==> src/rtl/timer_seq_ctrl.sv <==
// APB master sequencer that programs, runs and tears down a timer peripheral.
// Each transfer state walks GAP -> SETUP -> ACCESS; APB outputs decode from state.
module timer_seq_ctrl #(
  parameter logic [31:0] BASE_ADR = 32'h44a00000
) (
  input  logic        PCLK,
  input  logic        PRESETn,
  input  logic        start,
  input  logic        stop,
  input  logic        mode,
  input  logic [31:0] tot_cnt,
  input  logic [31:0] duty_cnt,
  input  logic        irq,
  output logic        busy,
  output logic        done,
  output logic        err,
  output logic [31:0] PADDR,
  output logic        PSEL,
  output logic        PENABLE,
  output logic        PWRITE,
  output logic [31:0] PWDATA,
  input  logic        PREADY,
  input  logic [31:0] PRDATA,
  input  logic        PSLVERR
);
  typedef enum logic [2:0] {
    S_IDLE, S_W_CTRL0, S_W_TOT, S_W_DUTY, S_W_GO, S_R_CHK, S_RUN, S_W_CLR
  } state_t;
  typedef enum logic [1:0] {PH_GAP, PH_SETUP, PH_ACCESS} phase_t;

  state_t      r_state, w_nstate;
  phase_t      r_ph, w_nph;
  logic        r_stop, w_nstop;
  logic        r_err, w_nerr;
  logic        r_done, w_ndone;
  logic        r_mode;
  logic [31:0] r_tot, r_duty;
  logic        w_latch, w_xfer, w_sel, w_en, w_bad_arg, w_stop_pend;
  logic [31:0] w_off, w_wdata;
  logic        w_unused;

  assign w_xfer      = !(r_state inside {S_IDLE, S_RUN});
  assign w_sel       = w_xfer && (r_ph != PH_GAP);
  assign w_en        = w_xfer && (r_ph == PH_ACCESS);
  assign w_bad_arg   = (tot_cnt == '0) || (mode && (duty_cnt > tot_cnt));
  assign w_stop_pend = r_stop || stop;
  assign w_unused    = ^PRDATA[31:2];

  always_ff @(posedge PCLK or negedge PRESETn) begin
    if (!PRESETn) begin
      r_state <= S_IDLE;
      r_ph    <= PH_GAP;
      r_stop  <= 1'b0;
      r_err   <= 1'b0;
      r_done  <= 1'b0;
      r_mode  <= 1'b0;
      r_tot   <= '0;
      r_duty  <= '0;
    end else begin
      r_state <= w_nstate;
      r_ph    <= w_nph;
      r_stop  <= w_nstop;
      r_err   <= w_nerr;
      r_done  <= w_ndone;
      if (w_latch) begin
        r_mode <= mode;
        r_tot  <= tot_cnt;
        r_duty <= duty_cnt;
      end
    end
  end

  always_comb begin
    w_nstate = r_state;
    w_nph    = r_ph;
    w_nstop  = r_stop;
    w_nerr   = r_err;
    w_ndone  = 1'b0;
    w_latch  = 1'b0;
    case (r_state)
      S_IDLE: begin
        if (start) begin
          if (w_bad_arg) begin
            w_nerr = 1'b1;
          end else begin
            w_latch  = 1'b1;
            w_nerr   = 1'b0;
            w_nstop  = 1'b0;
            w_nstate = S_W_CTRL0;
            w_nph    = PH_SETUP;
          end
        end
      end
      // RUN has PSEL low, so the teardown transfer can open with SETUP directly.
      S_RUN: begin
        if (stop || (!r_mode && irq)) begin
          w_nstate = S_W_CLR;
          w_nph    = PH_SETUP;
        end
      end
      S_W_CLR: begin
        case (r_ph)
          PH_GAP:   w_nph = PH_SETUP;
          PH_SETUP: w_nph = PH_ACCESS;
          default: if (PREADY) begin
            w_nstate = S_IDLE;
            w_nph    = PH_GAP;
            w_nstop  = 1'b0;
            if (PSLVERR) w_nerr = 1'b1;
            else         w_ndone = !r_err;
          end
        endcase
      end
      default: begin
        if (stop) w_nstop = 1'b1;
        case (r_ph)
          PH_GAP:   w_nph = PH_SETUP;
          PH_SETUP: w_nph = PH_ACCESS;
          default: if (PREADY) begin
            w_nph = PH_GAP;
            if (PSLVERR) begin
              w_nerr   = 1'b1;
              w_nstate = S_W_CLR;
            end else if (r_state == S_R_CHK && PRDATA[1:0] != {1'b1, r_mode}) begin
              w_nerr   = 1'b1;
              w_nstate = S_W_CLR;
            end else if (w_stop_pend) begin
              w_nstate = S_W_CLR;
            end else begin
              case (r_state)
                S_W_CTRL0: w_nstate = S_W_TOT;
                S_W_TOT:   w_nstate = r_mode ? S_W_DUTY : S_W_GO;
                S_W_DUTY:  w_nstate = S_W_GO;
                S_W_GO:    w_nstate = S_R_CHK;
                default:   w_nstate = S_RUN;
              endcase
            end
          end
        endcase
      end
    endcase
  end

  always_comb begin
    w_off   = '0;
    w_wdata = '0;
    case (r_state)
      S_W_CTRL0: w_wdata = {30'd0, 1'b0, r_mode};
      S_W_TOT:   begin w_off = 32'h4; w_wdata = r_tot;  end
      S_W_DUTY:  begin w_off = 32'h8; w_wdata = r_duty; end
      S_W_GO:    w_wdata = {30'd0, 1'b1, r_mode};
      default:   ;
    endcase
  end

  assign PSEL    = w_sel;
  assign PENABLE = w_en;
  assign PWRITE  = w_sel && (r_state != S_R_CHK);
  assign PADDR   = w_sel ? (BASE_ADR + w_off) : '0;
  assign PWDATA  = w_sel ? w_wdata : '0;
  assign busy    = (r_state != S_IDLE);
  assign done    = r_done;
  assign err     = r_err;
endmodule

==> config.mk <==
export PLATFORM = sky130hd
export DESIGN_NAME = timer_seq_ctrl
export DESIGN_NICKNAME = d
export VERILOG_FILES = /design/src/rtl/timer_seq_ctrl.sv
export SDC_FILE = /design/constraint.sdc
export NUM_CORES = 1
export LEC_CHECK = 0
export CAP_MARGIN = 10
export CORE_UTILIZATION = 46
export DETAILED_ROUTE_END_ITERATION = 8
export PLACE_DENSITY_LB_ADDON = 0.08
export SLEW_MARGIN = 20
export SYNTH_ARGS = -nofsm -noshare
export SYNTH_HDL_FRONTEND = slang
export SYNTH_SLANG_ARGS = --single-unit
==> constraint.sdc <==
create_clock -name PCLK -period 2.9 [get_ports PCLK]
set_input_delay 0.29 -clock PCLK [delete_from_list [all_inputs] [get_ports PCLK]]
set_output_delay 0.29 -clock PCLK [all_outputs]
set_load 0.01 [all_outputs]
==> flow_metrics.tcl <==
set metrics [dict create \
    postSynth.asyncResetShare 1.000 \
    status "finished clean" \
    layout-drive-gt1-share 0.3444 \
    dp_slack_ns -0.5866 \
    setup_viol 0 \
    max-vdd-ir-drop_uv 332.7 \
    cts_num_sinks 73 \
    crit_path_start_kind "input port" \
    dp.cells 772 \
    fill_cells 823 \
    clockBufferDepth 2 \
    finalMaxSlewViolations 0 \
    syn_inst 465 \
    drt_iter0_drc 281 \
    yosys_warnings 0 \
    tritoncts "built" \
    multi_input_area_um2 2848 \
    hold-worst-slack_ns 0.03447 \
    clock_latency_ns 0.35 \
    routed_wl_um 13180 \
    skew_ns 0.01385 \
    power.leakage_nw 3.217 \
    die-area_um2 11100 \
    final-seq-area_um2 1827 \
    instances_no_fill 801 \
    grt_pass1_vias 4438 \
    port_buffers 117 \
    critPathArrivalTime_ns 3.12 \
    grt_overflow 0 \
    hold_viol_final 0 \
    antenna_violating_nets_post_route 0 \
    power.density_nw_per_um2 661.3 \
    initial_core_util 0.4758 \
    min_path_type "in2async" \
    syn_area_um2 4912 \
    wire_per_inst_um 16.46 \
    drtPass1Iterations 5 \
    grt_max_degree 39 \
    die_h_um 105.3 \
    worst_slew_pin_slew_ns 0.8503 \
    path_clk_slew_ns 0.10 \
    ys.flop_type "dfrtp_1" \
    n_antenna_cell 0 \
    num_rows 37 \
    htreeDepth 3 \
    cp-end-kind "flip-flop" \
    cp.required_ns 3.14 \
    cts-buffers-inserted 9 \
    grt_pass1_wl_um 21580 \
    cts-root-buf "clkbuf_8" \
    worstSetupPathType "in2reg" \
    die_w_um 105.3 \
    tns_ns 0 \
    drc_errors 0 \
    ys_ff_latch 73 \
    period_minus_slack_ns 2.887 \
    slew_headroom 0.4332 \
    syn2layout_area_growth_pct 45.03 \
    antenna_found_initial 0 \
    worst_slack_ns 0.01343 \
    avgSynthCellArea_um2 10.56 \
    avgViaCountPerCell 5.345 \
    ys_types 50 \
    crit_path_max_fanout 4 \
    seq_area_frac_synth 0.3719 \
    grt_use_total 0.2441 \
    synth-edff-count 0 \
    hpwl_um 9737 \
    core_area_um2 10320 \
    max_freq_mhz 346.4 \
    maxCapViolations 0 \
    vias 4281 \
    ff2ff_path_depth 9 \
    nets 796 \
    io_pins 174 \
    place.gp.congestion 0.8499 \
    finalCritPeriodShare 0.9954 \
]
## synthesized netlist by cell type, drive strengths merged, types with 2 or more instances
cell,count,area (um^2)
a31oi,2,12.51
a22oi,31,232.7
or3,2,12.51
nand3,6,30.03
clkbuf,14,52.55
or4,2,18.77
a221oi,3,26.28
a211o,3,26.28
buf,39,351.6
nor4,9,56.30
and2,2,12.51
dfrtp,73,1827
a2bb2oi,2,17.52
nor2b,8,57.55
nand4,10,68.81
ha,32,400.4
o31ai,2,15.01
mux2,67,942.2
inv,35,131.4
o211ai,4,30.03
nor2,42,157.7
nand3b,2,15.01
nor3,5,25.02
o21a,2,15.01
or2,2,12.51
a211oi,2,27.53
nand2,16,60.06
a21oi,21,105.1
o21ai,14,70.07
## cells by family after synthesis
kind of cell | synth area share
xor+xnor | 0.003567
fa+ha+maj | 0.08151
compound gates | 0.1314
flops | 0.3719
mux | 0.1918
buf+inv | 0.1090
other cells | 0.0007634
simple gates | 0.1100
## worst max-delay path: stages
cell	delay, ns
dlygate4sd2_1	0.25
ha_1	0.30
nand4_1	0.13
or4_4	0.52
o41a_1	0.47
nor2b_4	0.16
a211oi_4	0.31
buf_6	0.19
buf_12	0.11
buf_16	0.10
mux2_4	0.29
## cells in the final DEF (no fill, tap or decap), types with 2 or more instances in the layout
cell type / synthesis / layout
nand4_1: 9 / 9
a2bb2oi_1: 2 / 2
clkinv_4: 0 / 2
buf_12: 5 / 9
buf_4: 31 / 83
clkbuf_2: 0 / 17
a22oi_1: 31 / 31
inv_1: 35 / 24
mux2_4: 50 / 50
o211ai_1: 4 / 4
nand3b_1: 2 / 2
clkdlybuf4s15_1: 0 / 5
inv_2: 0 / 11
mux2_2: 17 / 17
o31ai_1: 2 / 2
nor2b_1: 7 / 7
ha_4: 0 / 14
clkdlybuf4s50_1: 0 / 82
ha_1: 32 / 18
or3_1: 2 / 2
o21a_1: 2 / 2
a21oi_1: 21 / 21
a211o_1: 3 / 3
nand3_1: 6 / 6
clkbuf_8: 0 / 10
dlygate4sd2_1: 0 / 12
conb_1: 1 / 26
and2_1: 2 / 2
nor2_1: 42 / 42
o21ai_0: 14 / 14
a221oi_1: 3 / 2
buf_16: 0 / 2
dfrtp_1: 73 / 73
nor3_1: 5 / 5
nor4_1: 9 / 9
a31oi_1: 2 / 2
nand2_1: 16 / 16
## power breakdown
part / leakage, nW / switching, mW / total (mW) / internal [mW]
clock: 0.105 / 0.416 / 0.849 / 0.433
combinational: 2.17 / 0.873 / 2.06 / 1.18
sequential: 0.940 / 0.319 / 1.81 / 1.49
total: 3.22 / 1.61 / 4.71 / 3.10
## flip-flops by register name, indices dropped and copies added (netlist names)
register	cells
r_duty	32
r_stop	1
r_state	3
done	1
r_mode	1
r_ph	2
err	1
r_tot	32
## final cells by class
type | count | share of cell area
clock buffers | 10 | 0.01932
clock inverters | 6 | 0.01054
inverters | 35 | 0.01844
multi-input cells | 329 | 0.3997
flip-flops and latches | 73 | 0.2564
well taps | 136 | 0.02388
repair buffers | 212 | 0.2717
## worst paths after layout
check                           slack (ns)                      to                    from
worst min-delay path                  0.03  r_duty[21]$_DFFE_PN0P_                 PRESETn
max in group asynchronous             2.16   r_tot[16]$_DFFE_PN0P_                 PRESETn
worst max register to register        0.67    r_tot[8]$_DFFE_PN0P_  r_state[1]$_DFFE_PN0P_
worst max-delay path                  0.01    r_tot[8]$_DFFE_PN0P_            duty_cnt[24]
min in group PCLK                     0.23  r_duty[21]$_DFFE_PN0P_            duty_cnt[21]
worst min register to register        0.50          done$_DFF_PN0_         err$_DFFE_PN0P_
## per-stage QoR
step           total power [mW]  instance area (um^2)  utilization
3_3_place_gp              3.740                  6654       0.6445
6_report                  4.711                  7124       0.6901
3_5_place_dp              3.806                  6654       0.6445
4_1_cts                   4.696                  7048       0.6827
2_1_floorplan             3.082                  5006            -
5_1_grt                   4.992                  7124       0.6901
## metal layers
metal  wire length [um]  track usage  vias to the layer above
li1                   -            -                     2005
met1               5964       0.3251                     2097
met2               6357       0.4121                      165
met3                678      0.03278                       14
met4                182      0.07445                        0
met5                  0            0                        -
## what timing repair did
item | 4_1_cts | 5_1_grt
buffers inserted | 8 | 5
gates cloned | 1 | 0
hold buffers | 0 | 0
hold endpoints to repair | 0 | 0
pin swaps | 12 | 15
setup endpoints to repair | 67 | 58
gates resized for setup | 51 | 55
(Power assumes the default switching activity.)
==> RTL change, RTL diff (config.mk and constraints unchanged) <==
The 3 values of `phase_t` get a one-hot encoding in 3 bits.
--- a/src/rtl/timer_seq_ctrl.sv
+++ b/src/rtl/timer_seq_ctrl.sv
@@ -26,7 +26,7 @@
   typedef enum logic [2:0] {
     S_IDLE, S_W_CTRL0, S_W_TOT, S_W_DUTY, S_W_GO, S_R_CHK, S_RUN, S_W_CLR
   } state_t;
-  typedef enum logic [1:0] {PH_GAP, PH_SETUP, PH_ACCESS} phase_t;
+  typedef enum logic [2:0] {PH_GAP = 3'b001, PH_SETUP = 3'b010, PH_ACCESS = 3'b100} phase_t;
 
   state_t      r_state, w_nstate;
   phase_t      r_ph, w_nph;
Check against the original RTL: no difference found for any inputs over 10 cycles, from zero or initial values and one cycle with PRESETn low; not proved beyond that.
==> RTL change against the unedited design <==
  * Sequential power up 3%
  * Setup slack better by 0.064 ns
  * Design area down 1.5%
  * Area after synthesis down 4.8%
  * Routed wire length up 1.0%
  * Sequential cell count up 1
  * Global-route usage down 0.24 points
  * Count of clock-buffer cells in the layout up 4
  * Power up 15%
  * Clock power about the same
  * Synthesized cell count up 1.9%
  * Critical path type unchanged
==> RTL change: results (changes against the unedited design) <==
stage,metric,value,unit,change
placement,place_area,0.00628,mm^2,was 0.00665 mm^2
grt,track_usage,24.2,%,was 24.4%
pwr,internal_power,0.00342,W,was 0.00310 W
routing,totalWireLength,13.3,mm,was 13.2 mm
grt,antenna_found_initial,0,,unchanged
finish,layout-drive-gt1-share,25.3,%,was 34.4%
logic_synthesis,ys_types,46,,was 50
pwr,power,0.00542,W,was 0.00471 W
grt,grt_max_degree,75,,was 39
finish,reg.largest.list,"r_duty (32), r_tot (32)",,"was r_duty (32), r_tot (32), r_state (3)"
finish,diodes,0,,unchanged
routing,viasPerCell,5.26,,was 5.34
worst_setup_path,r2r_cells,6,,was 9
finish,nFillCells,764,,was 823
pwr,ir_drop,0.000406,V,was 0.000333 V
logic_synthesis,synthTopCellsByArea,"dfrtp_1 (39%), mux2_2 (9.4%), ha_1 (8.6%)",,"was dfrtp_1 (37%), mux2_4 (15%), ha_1 (8.2%)"
grt,grt_pass1_vias,3879,,"was 4,438"
routing,num_vias,4149,,"was 4,281"
flow_run,drv_cap,0,,unchanged
logic_synthesis,synth_xor_area_share,0.375,%,was 0.357%
pwr,p_comb_share,49.9,%,was 43.6%
logic_synthesis,synth_mux_area_share,16.3,%,was 19.2%
clock_network,path_clk_slew,0.08,ns,was 0.10 ns
logic_synthesis,synth_fa_ha_area_share,8.56,%,was 8.15%
clock_network,cts_buffer_depth,2,,unchanged
worst_setup_path,r2r-end,r_duty[4],,was r_tot[8]
routing,drtIter0Drc,126,,was 281
placement,pre_cts_ws,-0.453,ns,was -0.587 ns
timing,worst_slew_pin_slew,0.966,ns,was 0.850 ns
logic_synthesis,yosys-top-cells-count,"dfrtp_1 (73), nor2_1 (48), mux2_2 (39)",,"was dfrtp_1 (73), mux2_4 (50), nor2_1 (42)"
pwr,power_clock,0.000849,W,about the same
placement,finalWeightedCongestion,0.863,,was 0.850
clock_network,numCtsBuffers,9,,unchanged
logic_synthesis,synth-compound-area-share,12.8,%,was 13.1%
worst_setup_path,r2r_start,r_state[1],,unchanged
logic_synthesis,ys_seq_area_share,39.6,%,was 37.2%
worst_setup_path,crit_arrival,3.06,ns,was 3.12 ns
worst_setup_path,startpoint,duty_cnt[6],,was duty_cnt[24]
routing,firstDrtPassIters,4,,was 5
placement,place_inst,762,,was 772
timing,fin_setup_tns,0,ns,unchanged
grt,grt_pass1_wl,19.2,mm,was 21.6 mm
timing,clock_skew,0.00965,ns,was 0.0138 ns
worst_setup_path,endpoint_kind,flop,,unchanged
pwr,p_leak,3.29,nW,was 3.22 nW
worst_setup_path,r2r_slack,0.73,ns,was 0.67 ns
timing,finalHoldWorstSlack,0.0814,ns,was 0.0345 ns
logic_synthesis,avgSynthCellArea,9.87,um^2,was 10.6 um^2
timing,finalCritPeriodShare,97.3,%,was 99.5%
finish,final_net_count,787,,was 796
status,status,completed,,unchanged
worst_setup_path,critPathMaxFanout,8,,was 4
placement,dp_hpwl,8.97,mm,was 9.74 mm
worst_setup_path,critPathLaunchType,input port,,unchanged
logic_synthesis,ys.flop_type,dfrtp_1,,unchanged
[RTL change: repair_timing]
item,4_1_cts,5_1_grt
pin swaps,1,16
cloned,0,10
endpoints found under the hold margin,0,0
buffers inserted,1,0
gates resized for setup,9,61
endpoints found under the setup margin,65,68
[RTL change: metal layers]
layer  wire length [um]  GRT usage [%]  vias to the layer above
met5                  0              0                        -
met4                223           9.53                        0
met3                648           3.53                       18
met2               6460           40.1                      147
met1               5980           31.9                     1991
li1                   -              -                     1993
[RTL change: critical path: stages]
cell and delay, ns:
clkdlybuf4s50_1 0.54, ha_4 0.23, nand2_1 0.06, o21ai_1 0.07, a221o_1 0.32, o31a_1 0.32, o21a_1 0.23, nor3_4 0.29
buf_12 0.22, clkbuf_16 0.17, mux2_1 0.32
[RTL change: final cells by class]
class,instances,area [um^2],share of cell area (%)
timing repair buffer,196,2030,29.0
tap,133,166,2.37
inverter,34,128,1.82
sequential,74,1850,26.4
clock inverter,2,35.0,0.499
clock buffer,14,163,2.32
multi-input combinational,336,2640,37.6
